--- src/rtl/mem_arbiter_if.sv ---
// Shared-memory arbiter bus: fetch port, data port, memory port and stall counters.
// The arbiter takes the slave modport; requesters and the memory model take master.
interface mem_arbiter_if #(
  parameter int ADDR_W = 32,
  parameter int DATA_W = 32,
  parameter int CNT_W  = 16
);
  logic              if_req;
  logic [ADDR_W-1:0] if_addr;
  logic              if_ready;
  logic              if_rvalid;
  logic [DATA_W-1:0] if_rdata;

  logic              d_req;
  logic              d_we;
  logic [ADDR_W-1:0] d_addr;
  logic [DATA_W-1:0] d_wdata;
  logic              d_ready;
  logic              d_rvalid;
  logic [DATA_W-1:0] d_rdata;

  logic [ADDR_W-1:0] mem_addr;
  logic [DATA_W-1:0] mem_wdata;
  logic              mem_we;
  logic [DATA_W-1:0] mem_rdata;

  logic [CNT_W-1:0]  if_wait_cnt;
  logic [CNT_W-1:0]  d_wait_cnt;

  modport slave (
    input  if_req, if_addr, d_req, d_we, d_addr, d_wdata, mem_rdata,
    output if_ready, if_rvalid, if_rdata, d_ready, d_rvalid, d_rdata,
           mem_addr, mem_wdata, mem_we, if_wait_cnt, d_wait_cnt
  );

  modport master (
    output if_req, if_addr, d_req, d_we, d_addr, d_wdata, mem_rdata,
    input  if_ready, if_rvalid, if_rdata, d_ready, d_rvalid, d_rdata,
           mem_addr, mem_wdata, mem_we, if_wait_cnt, d_wait_cnt
  );
endinterface

--- src/rtl/mem_arbiter.sv ---
// Round-robin arbiter of fetch and data ports onto one memory: grant is combinational,
// response one cycle later; a waiting port simply sees ready=0 until it is granted.
module mem_arbiter #(
  parameter int ADDR_W = 32,
  parameter int DATA_W = 32,
  parameter int CNT_W  = 16
) (
  input  logic          clk,
  input  logic          reset,
  mem_arbiter_if.slave  bus
);

  typedef enum logic {IDLE, RESP} state_t;

  state_t           r_state;
  state_t           w_state_nxt;
  logic             r_last_d;
  logic             r_resp_d;
  logic             r_resp_we;
  logic [CNT_W-1:0] r_if_cnt;
  logic [CNT_W-1:0] r_d_cnt;
  logic             w_gnt_if;
  logic             w_gnt_d;

  always_ff @(posedge clk) begin
    if (!reset) begin
      r_state   <= IDLE;
      r_last_d  <= 1'b0;
      r_resp_d  <= 1'b0;
      r_resp_we <= 1'b0;
    end else begin
      r_state <= w_state_nxt;
      if (w_gnt_if || w_gnt_d) begin
        r_last_d  <= w_gnt_d;
        r_resp_d  <= w_gnt_d;
        r_resp_we <= w_gnt_d & bus.d_we;
      end
    end
  end

  // Everything is forced quiet while reset is low, including an in-flight response.
  always_comb begin
    w_state_nxt   = r_state;
    w_gnt_if      = 1'b0;
    w_gnt_d       = 1'b0;
    bus.if_ready  = 1'b0;
    bus.if_rvalid = 1'b0;
    bus.if_rdata  = '0;
    bus.d_ready   = 1'b0;
    bus.d_rvalid  = 1'b0;
    bus.d_rdata   = '0;
    bus.mem_addr  = '0;
    bus.mem_wdata = '0;
    bus.mem_we    = 1'b0;
    if (reset) begin
      case (r_state)
        IDLE: begin
          w_gnt_d  = bus.d_req && (!bus.if_req || !r_last_d);
          w_gnt_if = bus.if_req && !w_gnt_d;
          if (w_gnt_d) begin
            bus.d_ready   = 1'b1;
            bus.mem_addr  = bus.d_addr;
            bus.mem_wdata = bus.d_wdata;
            bus.mem_we    = bus.d_we;
            w_state_nxt   = RESP;
          end else if (w_gnt_if) begin
            bus.if_ready  = 1'b1;
            bus.mem_addr  = bus.if_addr;
            w_state_nxt   = RESP;
          end
        end
        RESP: begin
          if (r_resp_d) begin
            bus.d_rvalid = 1'b1;
            bus.d_rdata  = r_resp_we ? '0 : bus.mem_rdata;
          end else begin
            bus.if_rvalid = 1'b1;
            bus.if_rdata  = bus.mem_rdata;
          end
          w_state_nxt = IDLE;
        end
        default: w_state_nxt = IDLE;
      endcase
    end
  end

  always_ff @(posedge clk) begin
    if (!reset) begin
      r_if_cnt <= '0;
      r_d_cnt  <= '0;
    end else begin
      if (bus.if_req && !bus.if_ready && (r_if_cnt != '1))
        r_if_cnt <= r_if_cnt + CNT_W'(1);
      if (bus.d_req && !bus.d_ready && (r_d_cnt != '1))
        r_d_cnt <= r_d_cnt + CNT_W'(1);
    end
  end

  assign bus.if_wait_cnt = r_if_cnt;
  assign bus.d_wait_cnt  = r_d_cnt;

endmodule

--- src/flat_wrapper.sv ---
// flat-port wrapper written by rule: the top's interface ports become plain ports
module mem_arbiter_flat 
#(
  parameter int ADDR_W = 32,
  parameter int DATA_W = 32,
  parameter int CNT_W  = 16
)
  (clk, reset, bus_if_req, bus_if_addr, bus_d_req, bus_d_we, bus_d_addr, bus_d_wdata, bus_mem_rdata, bus_if_ready, bus_if_rvalid, bus_if_rdata, bus_d_ready, bus_d_rvalid, bus_d_rdata, bus_mem_addr, bus_mem_wdata, bus_mem_we, bus_if_wait_cnt, bus_d_wait_cnt);
  mem_arbiter_if #(.ADDR_W(ADDR_W), .DATA_W(DATA_W), .CNT_W(CNT_W)) bus_i ();
  input  logic clk;
  input  logic reset;
  input wire logic [$bits(bus_i.if_req)-1:0] bus_if_req;
  input wire logic [$bits(bus_i.if_addr)-1:0] bus_if_addr;
  input wire logic [$bits(bus_i.d_req)-1:0] bus_d_req;
  input wire logic [$bits(bus_i.d_we)-1:0] bus_d_we;
  input wire logic [$bits(bus_i.d_addr)-1:0] bus_d_addr;
  input wire logic [$bits(bus_i.d_wdata)-1:0] bus_d_wdata;
  input wire logic [$bits(bus_i.mem_rdata)-1:0] bus_mem_rdata;
  output wire logic [$bits(bus_i.if_ready)-1:0] bus_if_ready;
  output wire logic [$bits(bus_i.if_rvalid)-1:0] bus_if_rvalid;
  output wire logic [$bits(bus_i.if_rdata)-1:0] bus_if_rdata;
  output wire logic [$bits(bus_i.d_ready)-1:0] bus_d_ready;
  output wire logic [$bits(bus_i.d_rvalid)-1:0] bus_d_rvalid;
  output wire logic [$bits(bus_i.d_rdata)-1:0] bus_d_rdata;
  output wire logic [$bits(bus_i.mem_addr)-1:0] bus_mem_addr;
  output wire logic [$bits(bus_i.mem_wdata)-1:0] bus_mem_wdata;
  output wire logic [$bits(bus_i.mem_we)-1:0] bus_mem_we;
  output wire logic [$bits(bus_i.if_wait_cnt)-1:0] bus_if_wait_cnt;
  output wire logic [$bits(bus_i.d_wait_cnt)-1:0] bus_d_wait_cnt;
  assign bus_i.if_req = bus_if_req;
  assign bus_i.if_addr = bus_if_addr;
  assign bus_i.d_req = bus_d_req;
  assign bus_i.d_we = bus_d_we;
  assign bus_i.d_addr = bus_d_addr;
  assign bus_i.d_wdata = bus_d_wdata;
  assign bus_i.mem_rdata = bus_mem_rdata;
  assign bus_if_ready = bus_i.if_ready;
  assign bus_if_rvalid = bus_i.if_rvalid;
  assign bus_if_rdata = bus_i.if_rdata;
  assign bus_d_ready = bus_i.d_ready;
  assign bus_d_rvalid = bus_i.d_rvalid;
  assign bus_d_rdata = bus_i.d_rdata;
  assign bus_mem_addr = bus_i.mem_addr;
  assign bus_mem_wdata = bus_i.mem_wdata;
  assign bus_mem_we = bus_i.mem_we;
  assign bus_if_wait_cnt = bus_i.if_wait_cnt;
  assign bus_d_wait_cnt = bus_i.d_wait_cnt;
  mem_arbiter #(.ADDR_W(ADDR_W), .DATA_W(DATA_W), .CNT_W(CNT_W)) u_core (.clk(clk), .reset(reset), .bus(bus_i));
endmodule
--- config.mk ---
export PLATFORM = sky130hd
export DESIGN_NAME = mem_arbiter_flat
export DESIGN_NICKNAME = d
export VERILOG_FILES = /design/src/rtl/mem_arbiter_if.sv /design/src/rtl/mem_arbiter.sv /design/src/flat_wrapper.sv
export SDC_FILE = /design/constraint.sdc
export NUM_CORES = 1
export LEC_CHECK = 0
export ABC_AREA = 1
export CORE_AREA = 5 5 112 114
export CTS_CLUSTER_SIZE = 25
export DETAILED_ROUTE_END_ITERATION = 7
export DIE_AREA = 0 0 117 119
export PLACE_DENSITY = 0.73
export SETUP_SLACK_MARGIN = 0.2
export SLEW_MARGIN = 40
export SYNTH_ARGS = -nofsm -noshare
export SYNTH_HDL_FRONTEND = slang
export SYNTH_SLANG_ARGS = --single-unit
export TNS_END_PERCENT = 5
--- constraint.sdc ---
create_clock -name clk -period 1.7 [get_ports clk]
set_input_delay 0.255 -clock clk [delete_from_list [all_inputs] [get_ports clk]]
set_output_delay 0.255 -clock clk [all_outputs]
set_load 0.02 [all_outputs]
# Yosys cells after proc, flatten, opt, wreduce, memory -nomap -nowiden
# Index checks and enable logic that the tools add are counted.
# word_totals
register_bits,35
out_inout_bits,165
elab_cells,60
# op_classes
n_addsub,2
n_eq_ne,2
bitwise_logic,2
n_mux,36
reduce_logical,13
# op_table
operator,n
32-bit 2-to-1 mux,14
"16-bit by 1-bit adder with 16-bit output, second input constant",2
"16-bit inequality test, second input constant",2
1-bit 2-to-1 mux,21
1-bit logical AND,6
1-bit zero test,5
1-bit logical OR,2
1-bit one-hot mux with 2 select lines,1
1-bit bitwise AND,1
1-bit inverter,1

# Depth between registers and ports, before layout
# depth
depth_word,12
ltp_mapped,9

# Worst setup path before layout
# OpenSTA, ideal clock, no wires.
# synth_path
path_type,register -> output
start,reg u_core.r_state
end,out bus_if_rdata[10]
slack_ns,-0.194
required_ns,1.445
stages_incl_launch_ff,6
arrival_time_ns,1.639
path_cell_list,dfxtp_1 inv_1 nor3_1 inv_1 clkbuf_1 nor2_1
# synth_between
elab_chain_cells,2
# synth_rtl
item,line_no,rtl
from (decl),mem_arbiter.sv:15,state_t r_state;
from (signal assigned),mem_arbiter.sv:32,r_state <= w_state_nxt;
32-bit 2-to-1 mux,mem_arbiter.sv:56,case (r_state)
32-bit 2-to-1 mux,mem_arbiter.sv:55,if (reset) begin
to (decl),flat_wrapper.sv:21,output wire logic [$bits(bus_i.if_rdata)-1:0] bus_if_rdata;
# No other way between the ends.

# Worst setup path in the final report
# layout_path
start,reg u_core.r_state
end,out bus_mem_addr[27]
# layout_between
elab_chain_cells,2
# layout_rtl
item,line_no,rtl
32-bit 2-to-1 mux,mem_arbiter.sv:56,
32-bit 2-to-1 mux,mem_arbiter.sv:55,
to (decl),flat_wrapper.sv:25,output wire logic [$bits(bus_i.mem_addr)-1:0] bus_mem_addr;
# No other way between the ends.

==> metrics.txt <==
status=finished with violations; failing checks=setup timing; most numerous cell in the Yosys netlist=nor2_1; crit path launch=u_core.r_state; Core ar.=0.0113 sq mm; later-pin clock latency in the skew report=0.28 ns; slew margin rel.=0.736; clock skew=0.00833 ns; pwr dens=450 mW/mm^2; Inserted Clock Buffers=5; Synth area leaders=dfxtp_1 24%, nor2_1 18%, nand2_1 14%, inv_1 11%, a22o_1 9.4%; clk sinks=35; row cnt=39; Non-Filler Instances=1,014; initial antenna violation count=7; Initial Utilization=0.262; number of flops mapped to enable cells by yosys=0; Layout area overhead=147%; flops & latches, synth=35; Ports=298; DR iter-0 viols=284; final WL=20.2 mm; via count=4,908; Total Power=3.30 mW; pins over their slew limit=0; Top FF cell, synth=dfxtp_1; Critical Path Source Type=flip-flop; Hold Violations, Final=0; yosys warns=0; Clk pin slew, worst setup/hold paths=0.05 ns; cells after synthesis=524; Worst Path Max Fanout=9; Post-DP HPWL=16.5 mm; reg2reg start=u_core.r_state; worst slack at placement=-0.768 ns; Hold WC Path Type=reg -> reg; Final WS setup=-0.120 ns; largest net degree at the start of global routing=33; Die Area=0.0139 sq mm; Initial DRT Pass Iterations=5; Post-CTS Hold Fix Bufs=0; first-pass GRT wire length=28.3 mm; vias in the first global route=4,719; maximum clock path buffer count=2; leading area contributor after synthesis=dfxtp_1; ant diodes=0; post-synth top area share=0.236; worst hold path startpoint=u_core.r_resp_we; Mapped Nets=659; peak supply drop=0.352 mV; Max Cap Viol=0; Setup-failing EPs final=87; fraction of layout cells with a size suffix above 1=0.404; clk root buf=clkbuf_16; die height=119 microns; Synth Cell Area=0.00297 sq mm; CTS tree=built; Min-Delay Endpoint=u_core.r_resp_we; Final Cycle Share=1.07; DRT antenna net count=0; DR DRC count=0; Worst EP required=1.44 ns; leakage power=3.41 nW; final worst path period need=1.82 ns; Layout Nets=1,005; Synth top cells by count=145 x nor2_1, 109 x nand2_1, 88 x inv_1; worst reg2reg path depth=10; IO buf count=297; register area share after synthesis=0.236; Crit Path Category=reg -> out; unrepaired setup endpoints after global routing=yes; H-tree levels=2; Async S/R FF share, synth=0; gr ovfl total=0; Synth Area per Inst=5.67 sq um; Die Wd=117 microns; number of library cell types mapped by synthesis=28; Reg2Reg Setup Slack=0.06 ns; Slew @ Worst Pin=0.394 ns; dpl cells=992; GPL Wtd Cong=0.915; GRT Resource Usage Total=0.268; Max Freq=550 MHz; Arrival @ worst endpoint=1.56 ns; critical path endpoint category=output port; DR vias/cell=4.84; hold depth=2; worst r2r dst=u_core.bus.d_wait_cnt[10]; WL/cell=19.9 microns
-- repair_timing --
action                                 in CTS  in global routing
buffers inserted                            6                  4
gates resized for setup                   751                148
endpoints found under the hold margin       0                  0
setup endpoints to repair                 196                162
gates cloned                                2                  2
pin swaps                                  31                 39
-- registers in the layout (all words and copies together) (netlist names) --
signal	flops
u_core.bus.d_wait_cnt	16
u_core.bus.if_wait_cnt	16
u_core.r_last_d	1
u_core.r_resp_we	1
u_core.r_state	1
-- logic make-up after synthesis --
| kind of cell | after synthesis | share of synthesized area |
|---|---|---|
| and+or+nand+nor | 293 | 0.401 |
| adders and majority gates | 2 | 0.00842 |
| DFF | 35 | 0.236 |
| xor gates and xnor gates | 14 | 0.0413 |
| buffers and inverters | 113 | 0.155 |
| AOI/OAI and AO/OA | 67 | 0.158 |
-- cell usage in the layout (no fill, tap or decap), types with 3 or more instances in the layout --
cell	Yosys	routed
dfxtp_2	0	17
xnor2_1	6	6
nor2_1	145	55
dfxtp_1	35	15
inv_1	88	86
xor2_1	8	8
buf_12	0	6
a21oi_1	26	18
nand2_2	2	6
nand3_1	19	17
a21oi_2	1	9
nand2_4	0	5
nand4_1	10	10
nor2_2	2	70
clkdlybuf4s15_2	0	3
buf_6	3	107
clkbuf_16	0	7
dlygate4sd2_1	0	34
buf_4	1	77
a22o_1	32	32
dfxtp_4	0	3
nand2_1	109	100
clkdlybuf4s50_1	0	129
nor2_4	3	25
-- critical path, cell delays in order (launching register included) --
cell	delay [ns]
dfxtp_2	0.34
inv_4	0.09
nand2_4	0.07
nor2_4	0.19
buf_4	0.15
buf_8	0.13
a22o_1	0.18
buf_6	0.13
-- area by class of cell --
type / count / area [sq um]
clock buffer: 7 / 143
clock inverter: 1 / 8.76
inverter: 91 / 352
timing repair buffer: 361 / 3650
multi-input combinational: 376 / 2280
tap: 143 / 179
fill: 1019 / 3980
sequential: 35 / 733
-- metal layers --
layer,vias to the layer above,part of all wire,GRT usage
li1,2311,-,-
met5,-,0.0040,0
met3,48,0.13,0.135
met2,296,0.46,0.421
met1,2239,0.38,0.332
met4,14,0.022,0.0509
-- how the worst max path moves through the flow --
stage | end | slack, ns | depth (start not counted)
finish | bus_mem_addr[27] | -0.12 | 7
detailed placement | bus_mem_addr[7] | -0.77 | 8
floorplan | bus_if_rdata[3] | 0.12 | 5
global route | bus_mem_addr[17] | -0.17 | 7
global placement | bus_mem_addr[7] | -0.76 | 8
CTS | bus_mem_wdata[22] | -0.11 | 7
-- metrics by stage --
step           utilization  instance area, sq um  setup TNS [ns]  hold slack (ns)
4_1_cts              0.599                  6780           -3.72            0.473
6_report             0.648                  7340           -3.73            0.471
3_5_place_dp         0.580                  6560          -91.80            0.465
5_1_grt              0.648                  7340          -10.52            0.510
2_1_floorplan            -                  3110               0            0.439
3_3_place_gp         0.580                  6560          -89.01            0.458
-- power by group --
group	leakage [nW]	switching (mW)	internal, mW
sequential	0.293	0.0232	0.842
combinational	3.05	0.728	0.774
clock	0.0741	0.347	0.586
total	3.41	1.10	2.20
(Power assumes the default switching activity.)
